### src/rtl/force_sweep_scheduler.sv
// force_sweep_scheduler
//   Time-multiplexes one force_calculator over every ordered (object, other)
//   body pair. It fetches positions from a 1-cycle-latency position RAM,
//   accumulates the signed 5.8 pair forces per object body with per-axis
//   saturation, and hands one total per body downstream.
//
// Ports
//   clk, rst_n                   clock, asynchronous active-low reset
//   start                        one-cycle sweep request (honoured only when idle)
//   busy                         sweep in progress
//   done                         one-cycle pulse after the last body's result is taken
//   pos_rd_en / pos_rd_addr      position RAM read strobe and address
//   pos_rd_x / pos_rd_y          position RAM data, valid the cycle after the strobe
//   calc_x_obj/oth, calc_y_obj/oth  registered positions to the calculator
//   calc_x_force / calc_y_force  calculator result (signed 5.8, combinational)
//   out_valid/out_ready          result handshake
//   out_idx, out_fx, out_fy      body index and summed force (signed 5.8)
//   out_sat                      only with FORCE_SWEEP_SAT_FLAG_EN defined: an
//                                accumulator clamped during this body's sweep
module force_sweep_scheduler #(
  parameter int NUM_BODIES = 8,
  parameter int IDX_W      = 3,
  parameter int ACC_W      = 18
) (
  input  logic                    clk,
  input  logic                    rst_n,
  input  logic                    start,
  output logic                    busy,
  output logic                    done,
  output logic                    pos_rd_en,
  output logic [IDX_W-1:0]        pos_rd_addr,
  input  logic [6:0]              pos_rd_x,
  input  logic [5:0]              pos_rd_y,
  output logic [6:0]              calc_x_obj,
  output logic [6:0]              calc_x_oth,
  output logic [5:0]              calc_y_obj,
  output logic [5:0]              calc_y_oth,
  input  logic [13:0]             calc_x_force,
  input  logic [13:0]             calc_y_force,
  output logic                    out_valid,
  input  logic                    out_ready,
  output logic [IDX_W-1:0]        out_idx,
`ifdef FORCE_SWEEP_SAT_FLAG_EN
  output logic                    out_sat,
`endif
  output logic signed [ACC_W-1:0] out_fx,
  output logic signed [ACC_W-1:0] out_fy
);

  localparam logic [2:0] S_IDLE    = 3'd0;
  localparam logic [2:0] S_RD_OBJ  = 3'd1;
  localparam logic [2:0] S_CAP_OBJ = 3'd2;
  localparam logic [2:0] S_RD_OTH  = 3'd3;
  localparam logic [2:0] S_CAP_OTH = 3'd4;
  localparam logic [2:0] S_ACC     = 3'd5;
  localparam logic [2:0] S_EMIT    = 3'd6;

  // oth needs one extra bit so it can reach NUM_BODIES (end of the inner loop)
  localparam logic [IDX_W:0]   OTH_END  = (IDX_W+1)'(NUM_BODIES);
  localparam logic [IDX_W-1:0] OBJ_LAST = IDX_W'(NUM_BODIES-1);
  localparam logic signed [ACC_W-1:0] ACC_MAX = {1'b0, {(ACC_W-1){1'b1}}};
  localparam logic signed [ACC_W-1:0] ACC_MIN = {1'b1, {(ACC_W-1){1'b0}}};

  logic [2:0]       state_reg;
  logic [IDX_W-1:0] obj_reg;
  logic [IDX_W:0]   oth_reg;
  logic             done_reg;
  logic             coincident;
  logic             self_pair;
  logic [13:0]      force_in [2];

  assign force_in[0] = calc_x_force;
  assign force_in[1] = calc_y_force;
  assign coincident  = (calc_x_obj == calc_x_oth) && (calc_y_obj == calc_y_oth);
  assign self_pair   = (oth_reg == {1'b0, obj_reg});

  // One saturating accumulator per axis; the clamp value becomes the new
  // accumulator so later pairs continue from the rail.
  genvar gi;
  generate
    for (gi = 0; gi < 2; gi++) begin : g_axis
      logic signed [ACC_W-1:0] acc_reg;
      logic        [ACC_W:0]   sum;
      logic                    ovf;
      logic signed [ACC_W-1:0] acc_next;

      assign sum = {acc_reg[ACC_W-1], acc_reg}
                 + {{(ACC_W-13){force_in[gi][13]}}, force_in[gi]};
      assign ovf = sum[ACC_W] ^ sum[ACC_W-1];
      assign acc_next = ovf ? (sum[ACC_W] ? ACC_MIN : ACC_MAX) : sum[ACC_W-1:0];

      always_ff @(posedge clk or negedge rst_n) begin
        if (!rst_n) begin
          acc_reg <= '0;
        end else if (state_reg == S_CAP_OBJ) begin
          acc_reg <= '0;
        end else if (state_reg == S_ACC && !coincident) begin
          acc_reg <= acc_next;
        end
      end
    end
  endgenerate

  always_ff @(posedge clk or negedge rst_n) begin
    if (!rst_n) begin
      state_reg  <= S_IDLE;
      obj_reg    <= '0;
      oth_reg    <= '0;
      done_reg   <= 1'b0;
      calc_x_obj <= '0;
      calc_y_obj <= '0;
      calc_x_oth <= '0;
      calc_y_oth <= '0;
    end else begin
      done_reg <= 1'b0;
      case (state_reg)
        S_IDLE: begin
          if (start) begin
            obj_reg   <= '0;
            state_reg <= S_RD_OBJ;
          end
        end
        S_RD_OBJ:  state_reg <= S_CAP_OBJ;
        S_CAP_OBJ: begin
          calc_x_obj <= pos_rd_x;
          calc_y_obj <= pos_rd_y;
          oth_reg    <= '0;
          state_reg  <= S_RD_OTH;
        end
        S_RD_OTH: begin
          if (oth_reg == OTH_END) begin
            state_reg <= S_EMIT;
          end else if (self_pair) begin
            oth_reg <= oth_reg + 1'b1;
          end else begin
            state_reg <= S_CAP_OTH;
          end
        end
        S_CAP_OTH: begin
          calc_x_oth <= pos_rd_x;
          calc_y_oth <= pos_rd_y;
          state_reg  <= S_ACC;
        end
        S_ACC: begin
          oth_reg   <= oth_reg + 1'b1;
          state_reg <= S_RD_OTH;
        end
        S_EMIT: begin
          if (out_ready) begin
            if (obj_reg == OBJ_LAST) begin
              done_reg  <= 1'b1;
              state_reg <= S_IDLE;
            end else begin
              obj_reg   <= obj_reg + 1'b1;
              state_reg <= S_RD_OBJ;
            end
          end
        end
        default: state_reg <= S_IDLE;
      endcase
    end
  end

`ifdef FORCE_SWEEP_SAT_FLAG_EN
  logic sat_reg;
  always_ff @(posedge clk or negedge rst_n) begin
    if (!rst_n) begin
      sat_reg <= 1'b0;
    end else if (state_reg == S_CAP_OBJ) begin
      sat_reg <= 1'b0;
    end else if (state_reg == S_ACC && !coincident) begin
      sat_reg <= sat_reg | g_axis[0].ovf | g_axis[1].ovf;
    end
  end
  assign out_sat = sat_reg;
`endif

  // Reads happen in RD_OBJ and in RD_OTH unless the pair is the self pair
  // or the inner loop has run out.
  always_comb begin
    pos_rd_en   = 1'b0;
    pos_rd_addr = '0;
    if (state_reg == S_RD_OBJ) begin
      pos_rd_en   = 1'b1;
      pos_rd_addr = obj_reg;
    end else if (state_reg == S_RD_OTH && oth_reg != OTH_END && !self_pair) begin
      pos_rd_en   = 1'b1;
      pos_rd_addr = oth_reg[IDX_W-1:0];
    end
  end

  assign busy      = (state_reg != S_IDLE);
  assign done      = done_reg;
  assign out_valid = (state_reg == S_EMIT);
  assign out_idx   = obj_reg;
  assign out_fx    = g_axis[0].acc_reg;
  assign out_fy    = g_axis[1].acc_reg;

endmodule

### config.mk
export PLATFORM = sky130hd
export DESIGN_NAME = force_sweep_scheduler
export DESIGN_NICKNAME = d
export VERILOG_FILES = /design/src/rtl/force_sweep_scheduler.sv
export SDC_FILE = /design/constraint.sdc
export NUM_CORES = 1
export LEC_CHECK = 0
export CAP_MARGIN = 20
export CORE_MARGIN = 4
export CORE_UTILIZATION = 55
export CTS_CLUSTER_DIAMETER = 150
export DETAILED_ROUTE_END_ITERATION = 10
export HOLD_SLACK_MARGIN = 0.06
export PLACE_DENSITY = 0.87
export SETUP_SLACK_MARGIN = 0.1
export SLEW_MARGIN = 20
export SYNTH_ARGS = -nofsm -noshare
export SYNTH_HDL_FRONTEND = slang
export SYNTH_SLANG_ARGS = --single-unit
### constraint.sdc
create_clock -name clk -period 5.2 [get_ports clk]
set_input_delay 1.3 -clock clk [delete_from_list [all_inputs] [get_ports clk]]
set_output_delay 1.3 -clock clk [all_outputs]
set_load 0.01 [all_outputs]
==> flow_summary_export.csv <==
group,metric,value,unit
clocking,clk_latency,360,ps
sta,skew,18.5,ps
logic_synthesis,postSynthCellCount,504,
clocking,postCtsSetupBuffers,0,
clocking,numCtsBuffers,9,
die,dieWidth,104,um
die,initial_core_util,57.3,%
sta,max_freq,235,MHz
logic_synthesis,synth-edff-count,0,
finish,n_fill_cell,655,
global_route,grt_pass1_vias,4591,
finish,final_area,0.00651,mm2
finish,drive_gt1_share,11.9,%
logic_synthesis,synthesis.nets,591,
sta,fin_ws,943,ps
global_route,antenna_found_initial,0,
clocking,cts_hold_buf,0,
drt,ant_nets,0,
min_path,hold_path_class,"flop to flop",
status,status,"finished clean",
finish,seq_area,0.00183,mm2
global_route,grt_overflow,0,
logic_synthesis,avgSynthCellArea,10.1,um2
finish,n_antenna_cell,0,
setup_path,crit_path_start_kind,"primary input",
finish,multi_input_comb_area,0.00308,mm2
logic_synthesis,synth_area,0.00507,mm2
drt,drt-initial-drc-count,153,
sta,period_needed,4260,ps
sta,report.final.slew_viol_count,0,
logic_synthesis,synth_most_common_cell,"dfrtp_1",
drt,drt_first_pass_iters,5,
logic_synthesis,yosys_warnings,0,
clocking,clk_path_buf_depth,2,
die,fp.dieH,104,um
die,core-area,0.00885,mm2
placed_design,hpwl,9380,um
placed_design,place_area,0.00629,mm2
sta,hold_viol,0,
setup_path,path_class,"primary input to flop",
clocking,cts_sinks,73,
logic_synthesis,synth_cell_types,66,
setup_path,end_kind,"flop",
power_and_ir_drop,powerDensity,607,mW/mm2
sta,setup_viol,0,
logic_synthesis,synth_top_area_share,36.0,%
sta,tns,0,ps
finish,areaGrowthSynthToFinish,28.3,%
die,fp-row-count,34,
logic_synthesis,synth_async_sr_flop_share,100,%
placed_design,place_ws,342,ps
clocking,htreeDepth,3,
clocking,cts_tree,"built",
die,dieArea,0.0108,mm2
drt,vias,4392,
logic_synthesis,synth_seq_area_share,36.0,%
power_and_ir_drop,ir_drop,0.000325,V
sta,max_slew_margin,38.5,%
global_route,grt_max_degree,74,
die,boundaryPins,117,
power_and_ir_drop,p_leak,2.87,nW
drt,drt-total-wl,13000,um
job,maxCapViolations,0,
finish,nNetsFinal,704,
logic_synthesis,ys_ff_latch,73,
logic_synthesis,synth_top_area_cell,"dfrtp_1",
sta,worstMarginPinSlew,923,ps
sta,period_share,81.9,%
drt,route.detailed.drc,0,
global_route,track_usage,24.0,%
drt,viasPerCell,6.02,
logic_synthesis,synth_area_leaders,"dfrtp_1 36%, ha_1 9.9%, mux2_2 6.0%, a221o_1 5.1%, xnor2_1 4.8%",
setup_path,crit_arrival,4550,ps
placed_design,gp_congestion,0.851,
drt,routedWlPerCell,17.8,um
logic_synthesis,ys.flop_type,"dfrtp_1",
placed_design,port_buffers,116,
power_and_ir_drop,p_total,0.00395,W
global_route,grt_pass1_wl,21700,um
sta,rsz0062_at_grt,"no",
clocking,cts-root-buf,"clkbuf_8",
clocking,path_clk_slew,80,ps
setup_path,crit_required,5490,ps
logic_synthesis,synthTopCellsByCount,"73 x dfrtp_1, 40 x ha_1, 32 x nor2_1, 30 x a21oi_1, 29 x nand2_1",
setup_path,worstPathMaxFanout,17,
clocking,post_cts_resized,0,
-- path summary, 6_finish.rpt --
kind | start | endpoint | slack [ps] | cells after the start
max in group asynchronous | rst_n | out_fx[15] | 3510 | 1
worst max-delay path | calc_x_force[0] | out_fx[11] | 940 | 12
worst max register to register | out_fx[0] | out_fx[11] | 1970 | 11
min in group asynchronous | rst_n | out_fy[10] | 1060 | 1
worst min register to register | out_fx[17] | out_fx[17] | 530 | 1
worst min-delay path | out_fx[17] | out_fx[17] | 530 | 1
-- worst max-delay path, stage by stage --
cell	delay [ps]
clkdlybuf4s50_1	470
ha_1	190
inv_1	60
fa_1	410
nor2b_1	160
o31a_1	180
o31ai_1	110
o2111a_1	250
nor3_1	330
nand3_1	150
a21oi_2	700
a221o_1	230
-- placed cells by master (no fill, tap or decap), drive strengths merged, types with 5 or more instances in the layout --
master         instances
nand4                  5
a22o                   6
nand2                 29
a221o                 33
inv                   22
a21oi                 32
nor3                   8
a21o                  15
dfrtp                 73
nor2                  32
xor2                  12
ha                    40
nand2b                 7
xnor2                 28
clkdlybuf4s50        115
clkbuf                11
o21a                   6
a211oi                 8
nand3                 16
nor2b                  9
o21ai                 27
mux2                  27
and3                   5
-- routing by layer --
layer / track usage, % / part of all wire [%] / vias to the layer above
li1: - / - / 2109
met1: 29.0 / 42 / 2146
met2: 43.5 / 52 / 123
met3: 3.60 / 4.3 / 14
met4: 7.79 / 1.4 / 0
met5: 0 / 0 / -
-- cell families after synthesis --
| logic type | Yosys count | share of synthesized area (%) |
|---|---|---|
| adders and majority gates | 42 | 10.7 |
| muxes | 29 | 6.39 |
| DFF | 73 | 36.0 |
| and+or+nand+nor | 129 | 12.9 |
| buffers and inverters | 37 | 3.50 |
| AOI/OAI and AO/OA | 154 | 23.6 |
| xor gates and xnor gates | 40 | 6.91 |
-- metrics by stage --
step,instances,utilization (%),hold WS (ps)
final,730,73.6,527
after floorplan,504,-,537
after global placement,713,71.0,499
after global routing,730,73.6,548
after CTS,730,73.5,529
after detailed placement,714,71.1,510
-- power breakdown --
part | switching [W] | internal, W
sequential | 0.000275 | 0.000816
combinational | 0.00114 | 0.00124
clock | 0.000231 | 0.000251
-- cell type report --
type                       count  area share [%]
sequential                    73            28.1
clock buffer                  11            2.33
inverter                      20            1.15
tap                          108            2.08
clock inverter                 5           0.923
multi-input combinational    394            47.3
timing repair buffer         119            18.2
No activity file was read; power rests on OpenSTA's default activity.
